`config.mk`:
```
export PLATFORM = sky130hd
export DESIGN_NAME = tftp_encode_flat
export DESIGN_NICKNAME = d
export VERILOG_FILES = /design/src/rtl/tftp_pkg.sv /design/src/rtl/tftp_encode_if.sv /design/src/rtl/tftp_tx_skid.sv /design/src/rtl/tftp_encode.sv /design/src/flat_wrapper.sv
export SDC_FILE = /design/constraint.sdc
export NUM_CORES = 1
export LEC_CHECK = 0
export BUFFER_PORTS_ARGS = -buffer_cell sky130_fd_sc_hd__buf_2
export CORE_MARGIN = 2
export CORE_UTILIZATION = 52
export CTS_BUF_LIST = sky130_fd_sc_hd__clkbuf_2
export DETAILED_ROUTE_END_ITERATION = 8
export PLACE_DENSITY = 0.85
export SETUP_SLACK_MARGIN = 0.15
export SYNTH_ARGS = -nofsm -noshare
export SYNTH_HDL_FRONTEND = slang
export SYNTH_HIERARCHICAL = 1
export SYNTH_SLANG_ARGS = --single-unit
```
`constraint.sdc`:
```
create_clock -name clk -period 2.5 [get_ports clk]
set_input_delay 0.375 -clock clk [delete_from_list [all_inputs] [get_ports clk]]
set_output_delay 0.375 -clock clk [all_outputs]
set_load 0.05 [all_outputs]
```
`src/rtl/tftp_pkg.sv`:
```
// rtl/tftp_pkg.sv - TFTP opcodes, header constants and FSM state encoding shared by tftp_encode/tftp_decode (TFTP_ERROR_EN adds ERR_* states)
package tftp_pkg;

  localparam logic [15:0] OPC_RRQ   = 16'd1;
  localparam logic [15:0] OPC_DATA  = 16'd3;
  localparam logic [15:0] OPC_ACK   = 16'd4;
  localparam logic [15:0] OPC_ERROR = 16'd5;

  localparam int TFTP_HDR_LEN = 4;
  localparam int MAX_PAYLOAD  = 512;

  // Each state names the byte currently presented on the stream.
  typedef enum logic [3:0] {
    ST_IDLE,
    ST_OPC_HI,
    ST_OPC_LO,
    ST_BLK_HI,
    ST_BLK_LO,
    ST_DATA
`ifdef TFTP_ERROR_EN
    ,
    ST_ERR_OPC_HI,
    ST_ERR_OPC_LO,
    ST_ERR_CODE_HI,
    ST_ERR_CODE_LO,
    ST_ERR_NUL
`endif
  } tftp_state_e;

  // Oversized requests are sent as a full block rather than rejected.
  function automatic logic [9:0] clamp_len(input logic [9:0] len, input logic [9:0] max_len);
    return (len > max_len) ? max_len : len;
  endfunction

endpackage

```
`src/rtl/tftp_encode_if.sv`:
```
// rtl/tftp_encode_if.sv - transmit byte stream and block-buffer read port of the TFTP encoder
interface tftp_encode_if #(
  parameter int ADDR_W = 9
);

  logic [7:0]        tx_data;
  logic              tx_valid;
  logic              tx_ready;
  logic              tx_last;
  logic              mem_ren;
  logic [ADDR_W-1:0] mem_addr;
  logic [7:0]        mem_rdata;

  modport master (
    output tx_data, tx_valid, tx_last, mem_ren, mem_addr,
    input  tx_ready, mem_rdata
  );

  modport slave (
    input  tx_data, tx_valid, tx_last, mem_ren, mem_addr,
    output tx_ready, mem_rdata
  );

endinterface

```
`src/rtl/tftp_tx_skid.sv`:
```
// rtl/tftp_tx_skid.sv - 2-entry 8-bit FIFO with occupancy, absorbs block-buffer read latency
module tftp_tx_skid (
  input  logic       clk,
  input  logic       reset,
  input  logic       push,
  input  logic [7:0] push_data,
  input  logic       pop,
  output logic [7:0] head,
  output logic [1:0] occ
);

  logic [7:0] slot0;
  logic [7:0] slot1;
  logic       wr_ptr;
  logic       rd_ptr;
  logic [1:0] count;

  assign head = rd_ptr ? slot1 : slot0;
  assign occ  = count;

  // Ring of two slots; push and pop may happen in the same cycle.
  always_ff @(posedge clk or posedge reset) begin
    if (reset) begin
      slot0  <= 8'h00;
      slot1  <= 8'h00;
      wr_ptr <= 1'b0;
      rd_ptr <= 1'b0;
      count  <= 2'd0;
    end else begin
      if (push) begin
        if (wr_ptr) slot1 <= push_data;
        else        slot0 <= push_data;
        wr_ptr <= ~wr_ptr;
      end
      if (pop) rd_ptr <= ~rd_ptr;
      case ({push, pop})
        2'b10:   count <= count + 2'd1;
        2'b01:   count <= count - 2'd1;
        default: count <= count;
      endcase
    end
  end

endmodule

```
`src/rtl/tftp_encode.sv`:
```
// rtl/tftp_encode.sv - TFTP DATA packet serialiser (ERROR packets when TFTP_ERROR_EN is defined)
module tftp_encode
  import tftp_pkg::*;
#(
  parameter int MAX_PAYLOAD = 512,
  parameter int ADDR_W      = 9
) (
  input  logic        clk,
  input  logic        reset,
  input  logic        start,
  input  logic [15:0] tid,
  input  logic [15:0] block_no,
  input  logic [9:0]  length,
`ifdef TFTP_ERROR_EN
  input  logic        err_start,
  input  logic [15:0] err_code,
`endif
  output logic [15:0] udp_dst,
  output logic [10:0] tftp_len,
  output logic        busy,
  output logic        done,
  tftp_encode_if.master bus
);

  localparam logic [9:0] MAX_LEN = 10'(MAX_PAYLOAD);

  tftp_state_e state;
  logic [15:0] word_q;     // block number, or error code for ERROR packets
  logic [9:0]  len_q;      // clamped payload length of the packet in flight
  logic [9:0]  byte_cnt;   // index of the payload byte on tx_data
  logic [9:0]  rd_cnt;     // reads issued this packet
  logic        rd_pend;    // read issued last cycle, data on mem_rdata now
  logic [9:0]  len_clamped;
  logic        pkt_go;
  logic        xfer;
  logic        rd_state;
  logic        take;
  logic        fifo_push;
  logic        fifo_pop;
  logic [7:0]  fifo_head;
  logic [1:0]  fifo_occ;
  logic [7:0]  next_byte;
  logic [2:0]  buffered;

  assign len_clamped = clamp_len(length, MAX_LEN);
`ifdef TFTP_ERROR_EN
  logic err_go;
  assign err_go = (state == ST_IDLE) && err_start;
  assign pkt_go = (state == ST_IDLE) && start && !err_start;
`else
  assign pkt_go = (state == ST_IDLE) && start;
`endif

  assign xfer     = bus.tx_valid && bus.tx_ready;
  assign rd_state = (state == ST_BLK_HI) || (state == ST_BLK_LO) || (state == ST_DATA);

  // A payload byte is consumed whenever the byte leaving is followed by another payload byte.
  assign take = xfer && (((state == ST_BLK_LO) && (len_q != 10'd0)) ||
                         ((state == ST_DATA) && !bus.tx_last));

  // Bypass the FIFO when it is empty so the stream has no bubble at full rate.
  assign next_byte = (fifo_occ == 2'd0) ? bus.mem_rdata : fifo_head;
  assign fifo_pop  = take && (fifo_occ != 2'd0);
  assign fifo_push = rd_pend && !(take && (fifo_occ == 2'd0));

  assign buffered     = {1'b0, fifo_occ} + {2'b00, rd_pend};
  assign bus.mem_ren  = rd_state && (rd_cnt < len_q) && (buffered < 3'd2);
  assign bus.mem_addr = rd_cnt[ADDR_W-1:0];

  tftp_tx_skid u_skid (
    .clk       (clk),
    .reset     (reset),
    .push      (fifo_push),
    .push_data (bus.mem_rdata),
    .pop       (fifo_pop),
    .head      (fifo_head),
    .occ       (fifo_occ)
  );

  // Read address counter and in-flight flag for the one-cycle RAM latency.
  always_ff @(posedge clk or posedge reset) begin
    if (reset) begin
      rd_cnt  <= 10'd0;
      rd_pend <= 1'b0;
    end else begin
      rd_pend <= bus.mem_ren;
      if (pkt_go)           rd_cnt <= 10'd0;
      else if (bus.mem_ren) rd_cnt <= rd_cnt + 10'd1;
    end
  end

  // Packet FSM: latches request fields and registers every stream output.
  always_ff @(posedge clk or posedge reset) begin
    if (reset) begin
      state        <= ST_IDLE;
      bus.tx_data  <= 8'h00;
      bus.tx_valid <= 1'b0;
      bus.tx_last  <= 1'b0;
      word_q       <= 16'h0000;
      len_q        <= 10'd0;
      byte_cnt     <= 10'd0;
      udp_dst      <= 16'h0000;
      tftp_len     <= 11'd0;
      busy         <= 1'b0;
      done         <= 1'b0;
    end else begin
      done <= 1'b0;
      case (state)
        ST_IDLE: begin
`ifdef TFTP_ERROR_EN
          if (err_go) begin
            state        <= ST_ERR_OPC_HI;
            bus.tx_data  <= OPC_ERROR[15:8];
            bus.tx_valid <= 1'b1;
            bus.tx_last  <= 1'b0;
            word_q       <= err_code;
            len_q        <= 10'd0;
            udp_dst      <= tid;
            tftp_len     <= 11'(TFTP_HDR_LEN + 1);  // header + NUL of empty message
            busy         <= 1'b1;
          end else
`endif
          if (pkt_go) begin
            state        <= ST_OPC_HI;
            bus.tx_data  <= OPC_DATA[15:8];
            bus.tx_valid <= 1'b1;
            bus.tx_last  <= 1'b0;
            word_q       <= block_no;
            len_q        <= len_clamped;
            udp_dst      <= tid;
            tftp_len     <= 11'(len_clamped) + 11'(TFTP_HDR_LEN);
            busy         <= 1'b1;
          end
        end
        ST_OPC_HI: if (xfer) begin
          state       <= ST_OPC_LO;
          bus.tx_data <= OPC_DATA[7:0];
        end
        ST_OPC_LO: if (xfer) begin
          state       <= ST_BLK_HI;
          bus.tx_data <= word_q[15:8];
        end
        ST_BLK_HI: if (xfer) begin
          state       <= ST_BLK_LO;
          bus.tx_data <= word_q[7:0];
          bus.tx_last <= (len_q == 10'd0);
        end
        ST_BLK_LO: if (xfer) begin
          if (len_q == 10'd0) begin
            state        <= ST_IDLE;
            bus.tx_valid <= 1'b0;
            bus.tx_last  <= 1'b0;
            busy         <= 1'b0;
            done         <= 1'b1;
          end else begin
            state       <= ST_DATA;
            bus.tx_data <= next_byte;
            bus.tx_last <= (len_q == 10'd1);
            byte_cnt    <= 10'd0;
          end
        end
        ST_DATA: if (xfer) begin
          if (bus.tx_last) begin
            state        <= ST_IDLE;
            bus.tx_valid <= 1'b0;
            bus.tx_last  <= 1'b0;
            busy         <= 1'b0;
            done         <= 1'b1;
          end else begin
            bus.tx_data <= next_byte;
            bus.tx_last <= ((byte_cnt + 10'd1) == (len_q - 10'd1));
            byte_cnt    <= byte_cnt + 10'd1;
          end
        end
`ifdef TFTP_ERROR_EN
        ST_ERR_OPC_HI: if (xfer) begin
          state       <= ST_ERR_OPC_LO;
          bus.tx_data <= OPC_ERROR[7:0];
        end
        ST_ERR_OPC_LO: if (xfer) begin
          state       <= ST_ERR_CODE_HI;
          bus.tx_data <= word_q[15:8];
        end
        ST_ERR_CODE_HI: if (xfer) begin
          state       <= ST_ERR_CODE_LO;
          bus.tx_data <= word_q[7:0];
        end
        ST_ERR_CODE_LO: if (xfer) begin
          state       <= ST_ERR_NUL;
          bus.tx_data <= 8'h00;
          bus.tx_last <= 1'b1;
        end
        ST_ERR_NUL: if (xfer) begin
          state        <= ST_IDLE;
          bus.tx_valid <= 1'b0;
          bus.tx_last  <= 1'b0;
          busy         <= 1'b0;
          done         <= 1'b1;
        end
`endif
        default: begin
          state        <= ST_IDLE;
          bus.tx_valid <= 1'b0;
          bus.tx_last  <= 1'b0;
          busy         <= 1'b0;
        end
      endcase
    end
  end

endmodule

```
`src/flat_wrapper.sv`:
```
// flat-port wrapper written by rule: the top's interface ports become plain ports
module tftp_encode_flat import tftp_pkg::*;
#(
  parameter int MAX_PAYLOAD = 512,
  parameter int ADDR_W      = 9
)
  (clk, reset, start, tid, block_no, length, udp_dst, tftp_len, busy, done, bus_tx_data, bus_tx_valid, bus_tx_last, bus_mem_ren, bus_mem_addr, bus_tx_ready, bus_mem_rdata);
  tftp_encode_if #(.ADDR_W(ADDR_W)) bus_i ();
  input  logic clk;
  input  logic reset;
  input  logic start;
  input  logic [15:0] tid;
  input  logic [15:0] block_no;
  input  logic [9:0] length;
  output logic [15:0] udp_dst;
  output logic [10:0] tftp_len;
  output logic busy;
  output logic done;
  output wire logic [$bits(bus_i.tx_data)-1:0] bus_tx_data;
  output wire logic [$bits(bus_i.tx_valid)-1:0] bus_tx_valid;
  output wire logic [$bits(bus_i.tx_last)-1:0] bus_tx_last;
  output wire logic [$bits(bus_i.mem_ren)-1:0] bus_mem_ren;
  output wire logic [$bits(bus_i.mem_addr)-1:0] bus_mem_addr;
  input wire logic [$bits(bus_i.tx_ready)-1:0] bus_tx_ready;
  input wire logic [$bits(bus_i.mem_rdata)-1:0] bus_mem_rdata;
  assign bus_tx_data = bus_i.tx_data;
  assign bus_tx_valid = bus_i.tx_valid;
  assign bus_tx_last = bus_i.tx_last;
  assign bus_mem_ren = bus_i.mem_ren;
  assign bus_mem_addr = bus_i.mem_addr;
  assign bus_i.tx_ready = bus_tx_ready;
  assign bus_i.mem_rdata = bus_mem_rdata;
  tftp_encode #(.MAX_PAYLOAD(MAX_PAYLOAD), .ADDR_W(ADDR_W)) u_core (.clk(clk), .reset(reset), .start(start), .tid(tid), .block_no(block_no), .length(length), .udp_dst(udp_dst), .tftp_len(tftp_len), .busy(busy), .done(done), .bus(bus_i));
endmodule
```
==> run_results.csv, run 1 <==
group,metric,value,unit
floorplanning,die-area,11820,µm²
synthesis,synth-seq-cells,106,
placement,place_ws,-0.02456,ns
synthesis,synth_edf_count,0,
run_status,violations,"setup timing",
critical_path,cp.buffers_inverters,3,
critical_path,critPathTopFamily,"compound AO/OA/AOI/OAI gates",
global_routing,grt_max_degree,42,
synthesis,yosys-top-cells-count,"nand2_1 (136), dfrtp_1 (106), xnor2_1 (36), o21ai_0 (35), mux2_2 (27)",
global_routing,grt_pass1_vias,4984,
layout,fill_cells,779,
placement,hpwl,10.03,mm
routing,via_per_inst,5.631,
critical_path,cp_slowest_cell,"dfrtp_1",
clock_tree,cts_made_buffers,9,
synthesis,synth_area_per_cell,9.685,µm²
clock_tree,htreeDepth,3,
sta,finalSetupViolCount,16,
synthesis,synth_area_leaders,"dfrtp_1 (47%), nand2_1 (8.9%), xnor2_1 (5.5%)",
placement,placed_area,6421,µm²
clock_tree,clk_latency,0.60,ns
sta,clock_skew,0.01872,ns
pwr,p_per_area,705.8,nW/µm²
critical_path,path_class,"register to primary output",
layout,syn2layout_area_growth,27.35,%
synthesis,syn_inst,589,
critical_path,end_kind,"primary output",
layout,fin_util,0.6731,
synthesis,post-synth-top-count-cell,"nand2_1",
routing,vias,5045,
pwr,p_comb_frac,0.396,
sta,relSlewSlack,0.4528,
floorplanning,core_area,10790,µm²
synthesis,ys_warn_count,6,
synthesis,async_flop_share,1.000,
synthesis,synth_top_flop_cell,"dfrtp_1",
pwr,p_int,3176,µW
routing,antenna_left,0,
sta,finalCriticalPeriod,2.584,ns
critical_path,critPathRequiredTime,2.12,ns
pwr,ir_drop,0.0009046,V
critical_path,slowest_delay,0.42,ns
floorplanning,io_pins,103,
synthesis,synth_top_area_frac,0.4650,
min_path,min_path_type,"input port to register",
routing,routedWlPerCell,16.98,µm
routing,drt_wl_total,15.21,mm
pwr,p_switching,1952,µW
sta,rsz0062_at_grt,"yes",
pwr,switching_share,0.3807,
global_routing,antenna_found_initial,1,
clock_tree,cts.sinks,106,
floorplanning,die_x,108.7,µm
placement,port_buffers,102,
floorplanning,fp.dieH,108.7,µm
synthesis,synth_nets,658,
pwr,clkPwrFrac,0.155,
placement,gp_congestion,0.8949,
critical_path,start_kind,"register",
synthesis,synth-seq-area-share,0.4650,
routing,first_iter_violations,430,
critical_path,path_max_fanout,4,
critical_path,cp.arrival,2.21,ns
sta,finalCritPeriodShare,1.033,
sta,max_freq,0.3871,GHz
clock_tree,clock_path_buffers,2,
global_routing,grt_pass1_wl,24.17,mm
layout,final_nets,819,
synthesis,syn_area,5704,µm²
floorplanning,row_count,38,
sta,hold_viol,0,
sta,fin_ws,-0.08353,ns
layout,stdcell_area,7264,µm²
clock_tree,cts.clk_slew.worst_paths,0.25,ns
layout,drive_gt1_frac,0.3139,
pwr,power_leakage,0.003495,µW
clock_tree,cts_tree,"yes",
routing,firstDrtPassIters,7,
global_routing,grt_usage,0.2626,
sta,setup_tns,-0.4984,ns
pwr,pwr-share-seq,0.449,
synthesis,yosysUniqueCellTypes,56,
pwr,total_power,5128,µW
floorplanning,initial_core_util,0.5285,
run,maxCapViolCount,0,
critical_path,crit_chain,"buf_4 -> inv_1 -> ha_2 -> a21oi_4 -> o211ai_1 -> a21oi_2 -> buf_6",
sta,tightest_slew,0.8190,ns
run_status,status,"finished with violations",
routing,drc,0,
synthesis,yosysTopAreaCell,"dfrtp_1",
global_routing,grt_overflow,0,
sta,maxSlewViolCount,0,
clock_tree,cts_root_buf,"clkbuf_2",
worst paths after layout:
kind | from | end | slack [ns] | cells after the start
worst max-delay path | u_core/len_q[4] | bus_mem_ren | -0.08 | 7
worst min-delay path | bus_mem_rdata[7] | u_core/u_skid/slot0[7] | 0.05 | 2
worst max register to register | u_core/len_q[4] | u_core/u_skid/slot0[7] | -0.05 | 10
worst min register to register | u_core/bus.tx_data[2] | u_core/bus.tx_data[2] | 0.51 | 2
max in group asynchronous | reset | u_core/byte_cnt[9] | 1.39 | 4
min in group asynchronous | reset | u_core/bus.tx_data[1] | 0.43 | 3
power by group through the flow:
stage / registers (µW) / logic, µW / clock network, µW
final: 2300 / 2030 / 796
after detailed placement: 2290 / 1690 / 0
after CTS: 2280 / 1930 / 816
after global placement: 2270 / 1620 / 0
after global routing: 2340 / 2160 / 879
after floorplan: 2280 / 1330 / 0
layout make-up:
type / instances / area, µm² / area share
antenna: 1 / 2.502 / 0.0003445
inverter: 20 / 83.83 / 0.01154
multi-input combinational: 425 / 2902 / 0.3994
sequential: 106 / 2655 / 0.3655
tap: 140 / 175.2 / 0.02411
clock buffer: 11 / 55.05 / 0.007578
timing repair buffer: 188 / 1338 / 0.1841
clock inverter: 5 / 53.80 / 0.007406
logic make-up after synthesis:
logic type / share of synthesized area
AND/OR/NAND/NOR: 0.1790
multiplexers: 0.07611
buffers and inverters: 0.05900
XOR/XNOR: 0.06909
adder cells (fa/ha/maj): 0.03290
flip-flops: 0.4650
AO/OA/AOI/OAI: 0.1189
routing by layer:
metal | routed length [µm] | GRT usage | vias to the layer above
li1 | - | - | 2329
met1 | 6255 | 0.3365 | 2456
met2 | 7538 | 0.4313 | 221
met3 | 1013 | 0.06575 | 39
met4 | 402 | 0.09890 | 0
met5 | 0 | 0 | -
registers in the layout, summed over array words and instances (netlist names), 8 cells and up:
register and count:
u_core/tftp_len 11, u_core/bus.tx_data 8, u_core/udp_dst 16, u_core/u_skid/slot1 8, u_core/len_q 8, u_core/byte_cnt 10, u_core/u_skid/slot0 8, u_core/rd_cnt 10
u_core/word_q 16
repair_timing:
| item | 4_1_cts | 5_1_grt |
|---|---|---|
| hold buffers | 39 | 2 |
| setup endpoints to repair | 20 | 25 |
| hold endpoints to repair | 97 | 3 |
| buffers inserted | 10 | 6 |
| pin swaps | 13 | 14 |
| resized for setup | 28 | 14 |
metrics by stage:
stage,cells,hold WS (ns)
final,896,0.04758
after global placement,822,0.4541
after detailed placement,822,0.4587
after CTS,887,0.002048
after global routing,896,0.004606
after floorplan,589,0.3388
layout by cell type, fill, tap and decap left out, drive strengths merged, types with 13 or more instances in the layout:
cell,Yosys,routed
a21oi,15,15
buf,24,147
dfrtp,106,106
dlygate4sd3,0,41
ha,15,15
inv,20,20
mux2,27,27
mux2i,13,13
nand2,137,137
nand3,18,18
nor2,28,28
o21ai,36,36
xnor2,36,36
worst register-to-register path, delay by kind of cell (launching register included):
kind                   cells  cell delay [ns]
and+or+nand+nor            4             1.10
DFF                        1             0.45
buffers and inverters      3             0.36
muxes                      1             0.30
AOI/OAI and AO/OA          2             0.29
Power figures use the tool's default switching activity.
==> inputs of run 2 (changes only) <==
--- a/config.mk
+++ b/config.mk
@@ -5,12 +5,13 @@
 export SDC_FILE = /design/constraint.sdc
 export NUM_CORES = 1
 export LEC_CHECK = 0
+export ABC_AREA = 1
 export BUFFER_PORTS_ARGS = -buffer_cell sky130_fd_sc_hd__buf_2
 export CORE_MARGIN = 2
-export CORE_UTILIZATION = 52
+export CORE_UTILIZATION = 53
 export CTS_BUF_LIST = sky130_fd_sc_hd__clkbuf_2
 export DETAILED_ROUTE_END_ITERATION = 8
-export PLACE_DENSITY = 0.85
+export PLACE_DENSITY = 0.86
 export SETUP_SLACK_MARGIN = 0.15
 export SYNTH_ARGS = -nofsm -noshare
 export SYNTH_HDL_FRONTEND = slang
==> run 2 against run 1 <==
The run still ends with setup timing left. Sequential power rose by 30%. Register-to-register slack better by 0.27 ns. Total power grew 85%. Combinational power rose to 2.7 times the previous value. Cell area fell by 0.62%. Largest cell class unchanged.
==> run_results.csv, run 2 <==
group,metric,value,unit
synthesis,ys_warn_count,6,
pwr,total_power,9464,µW
pwr,power_leakage,0.003815,µW
synthesis,post-synth-top-count-cell,"nand2_1",
routing,vias,5568,
clock_tree,cts_made_buffers,9,
synthesis,yosysTopAreaCell,"dfrtp_1",
synthesis,syn_inst,748,
pwr,switching_share,0.5124,
critical_path,slowest_delay,0.48,ns
synthesis,synth-seq-cells,106,
critical_path,end_kind,"primary output",
sta,tightest_slew,0.7313,ns
placement,port_buffers,102,
sta,relSlewSlack,0.5119,
placement,gp_congestion,0.9691,
routing,firstDrtPassIters,5,
sta,clock_skew,0.05836,ns
global_routing,grt_max_degree,54,
synthesis,synth_nets,817,
synthesis,synth_area_per_cell,7.770,µm²
layout,syn2layout_area_growth,24.22,%
routing,first_iter_violations,558,
layout,final_nets,965,
global_routing,antenna_found_initial,1,
floorplanning,io_pins,103,
clock_tree,cts_tree,"yes",
pwr,p_int,4615,µW
clock_tree,clk_latency,0.59,ns
synthesis,synth_edf_count,0,
critical_path,path_max_fanout,3,
global_routing,grt_usage,0.2604,
synthesis,syn_area,5812,µm²
floorplanning,die_x,108.7,µm
sta,maxSlewViolCount,0,
pwr,ir_drop,0.0009142,V
layout,stdcell_area,7219,µm²
clock_tree,htreeDepth,3,
layout,mostFrequentLayoutCells,"nand2_1 (229), buf_2 (101), dfrtp_1 (98)",
floorplanning,core_area,10750,µm²
sta,rsz0062_at_grt,"yes",
run_status,violations,"setup timing",
pwr,p_per_area,1311,nW/µm²
routing,antenna_left,0,
floorplanning,die-area,11820,µm²
floorplanning,fp.dieH,108.7,µm
critical_path,path_class,"register to primary output",
pwr,pwr-share-seq,0.317,
global_routing,grt_pass1_vias,5223,
sta,finalSetupViolCount,1,
sta,fin_hold_ws,0.02002,ns
synthesis,yosys-top-cells-count,"nand2_1 (233), dfrtp_1 (106), inv_1 (88), o21ai_0 (68), nor2_1 (44)",
routing,drt_wl_total,15.27,mm
critical_path,critPathRequiredTime,2.12,ns
synthesis,yosysUniqueCellTypes,44,
critical_path,cp.arrival,2.23,ns
placement,place_ws,0.02486,ns
run,maxCapViolCount,0,
sta,max_freq,0.3845,GHz
sta,hold_viol,0,
layout,largestRegisters,"u_core/udp_dst (16), u_core/word_q (16), u_core/tftp_len (11)",
floorplanning,initial_core_util,0.5409,
pwr,clkPwrFrac,0.099,
synthesis,async_flop_share,1.000,
routing,via_per_inst,5.344,
critical_path,start_kind,"register",
global_routing,grt_overflow,0,
placement,placed_area,6431,µm²
critical_path,rrSetupSlack,0.22,ns
routing,drc,0,
clock_tree,cts_root_buf,"clkbuf_2",
pwr,p_comb_frac,0.584,
clock_tree,cts.clk_slew.worst_paths,0.29,ns
pwr,p_switching,4849,µW
synthesis,synth_area_leaders,"dfrtp_1 (46%), nand2_1 (15%), o21ai_0 (5.9%)",
floorplanning,row_count,38,
layout,drive_gt1_frac,0.2442,
layout,fill_cells,847,
synthesis,synth-seq-area-share,0.4564,
synthesis,synth_top_area_frac,0.4564,
sta,finalCritPeriodShare,1.040,
critical_path,crit_chain,"inv_2 -> ha_1 -> nand2_1 -> nor2_1 -> o211ai_1 -> nand3_1 -> nor2_1 -> nand2_1 -> clkinv_2 -> buf_8",
routing,routedWlPerCell,14.66,µm
sta,fin_ws,-0.1008,ns
min_path,min_path_type,"input port to register",
global_routing,grt_pass1_wl,24.25,mm
layout,final_common_cell,"nand2_1",
run_status,status,"finished with violations",
synthesis,synth_top_flop_cell,"dfrtp_1",
clock_tree,cts.sinks,106,
placement,hpwl,9.882,mm
critical_path,cp_slowest_cell,"dfrtp_1",
sta,finalCriticalPeriod,2.601,ns
clock_tree,clock_path_buffers,2,
-- run 2: timing repair --
item / 4_1_cts / 5_1_grt
endpoints found under the setup margin: 11 / 20
setup buffers: 13 / 4
hold buffers: 34 / 2
hold endpoints to repair: 69 / 2
gates resized for setup: 21 / 19
pin swaps: 6 / 6
-- run 2: through the flow --
step | cells | setup TNS [ns] | util
2_1_floorplan | 748 | 0 | -
3_3_place_gp | 972 | 0 | 0.5985
3_5_place_dp | 972 | 0 | 0.5985
4_1_cts | 1035 | -0.03093 | 0.6587
5_1_grt | 1042 | -0.2076 | 0.6719
6_report | 1042 | -0.1008 | 0.6719
-- run 2: area by class of cell --
class / instances / area (µm²) / share of cell area
multi-input cells: 514 / 2726 / 0.3776
inverters: 98 / 375.4 / 0.05199
diodes: 1 / 2.502 / 0.0003466
well taps: 140 / 175.2 / 0.02426
repair buffers: 167 / 1124 / 0.1556
clock inverters: 7 / 108.9 / 0.01508
flip-flops and latches: 106 / 2663 / 0.3688
clock buffers: 9 / 45.04 / 0.006239
-- run 2: power by group through the flow --
stage	logic (µW)	registers, µW	clock network (µW)
global placement	4790	3000	0
floorplan	3140	3660	0
global route	6020	3090	1040
finish	5530	3000	938
CTS	5220	2950	951
detailed placement	4910	3010	0
-- run 2: worst max-delay path: cells and delay by family, from the launching register on --
family                   cells  cell delay (ns)
AO/OA/AOI/OAI                1             0.12
adder cells (fa/ha/maj)      1             0.29
buffers and inverters        3             0.32
flip-flops                   1             0.48
AND/OR/NAND/NOR              5             0.46
-- run 2: final timing paths --
| check | cells past startpoint | end | startpoint |
|---|---|---|---|
| hold reg to reg | 2 | u_core/bus.tx_data[1] | u_core/bus.tx_data[1] |
| setup reg to reg | 16 | u_core/u_skid/occ[1] | u_core/len_q[5] |
| hold / removal | 3 | u_core/word_q[12] | block_no[12] |
| max in group asynchronous | 3 | u_core/u_skid/slot1[4] | reset |
| min in group asynchronous | 3 | u_core/bus.tx_data[5] | reset |
| setup / recovery | 10 | bus_mem_ren | u_core/len_q[4] |
-- run 2: cells by family after synthesis --
kind of cell | share of synthesized area
flip-flops | 0.4564
AND/OR/NAND/NOR | 0.2661
adder cells (fa/ha/maj) | 0.03229
XOR/XNOR | 0.02411
buffers and inverters | 0.09645
AO/OA/AOI/OAI | 0.1247
-- run 2: per-layer routing --
layer  share of wire  GRT usage  routed length, µm
met4           0.031     0.1026                473
met2            0.49     0.4366               7424
met1            0.41     0.3386               6325
met3           0.069    0.04304               1048
met5               0          0                  0
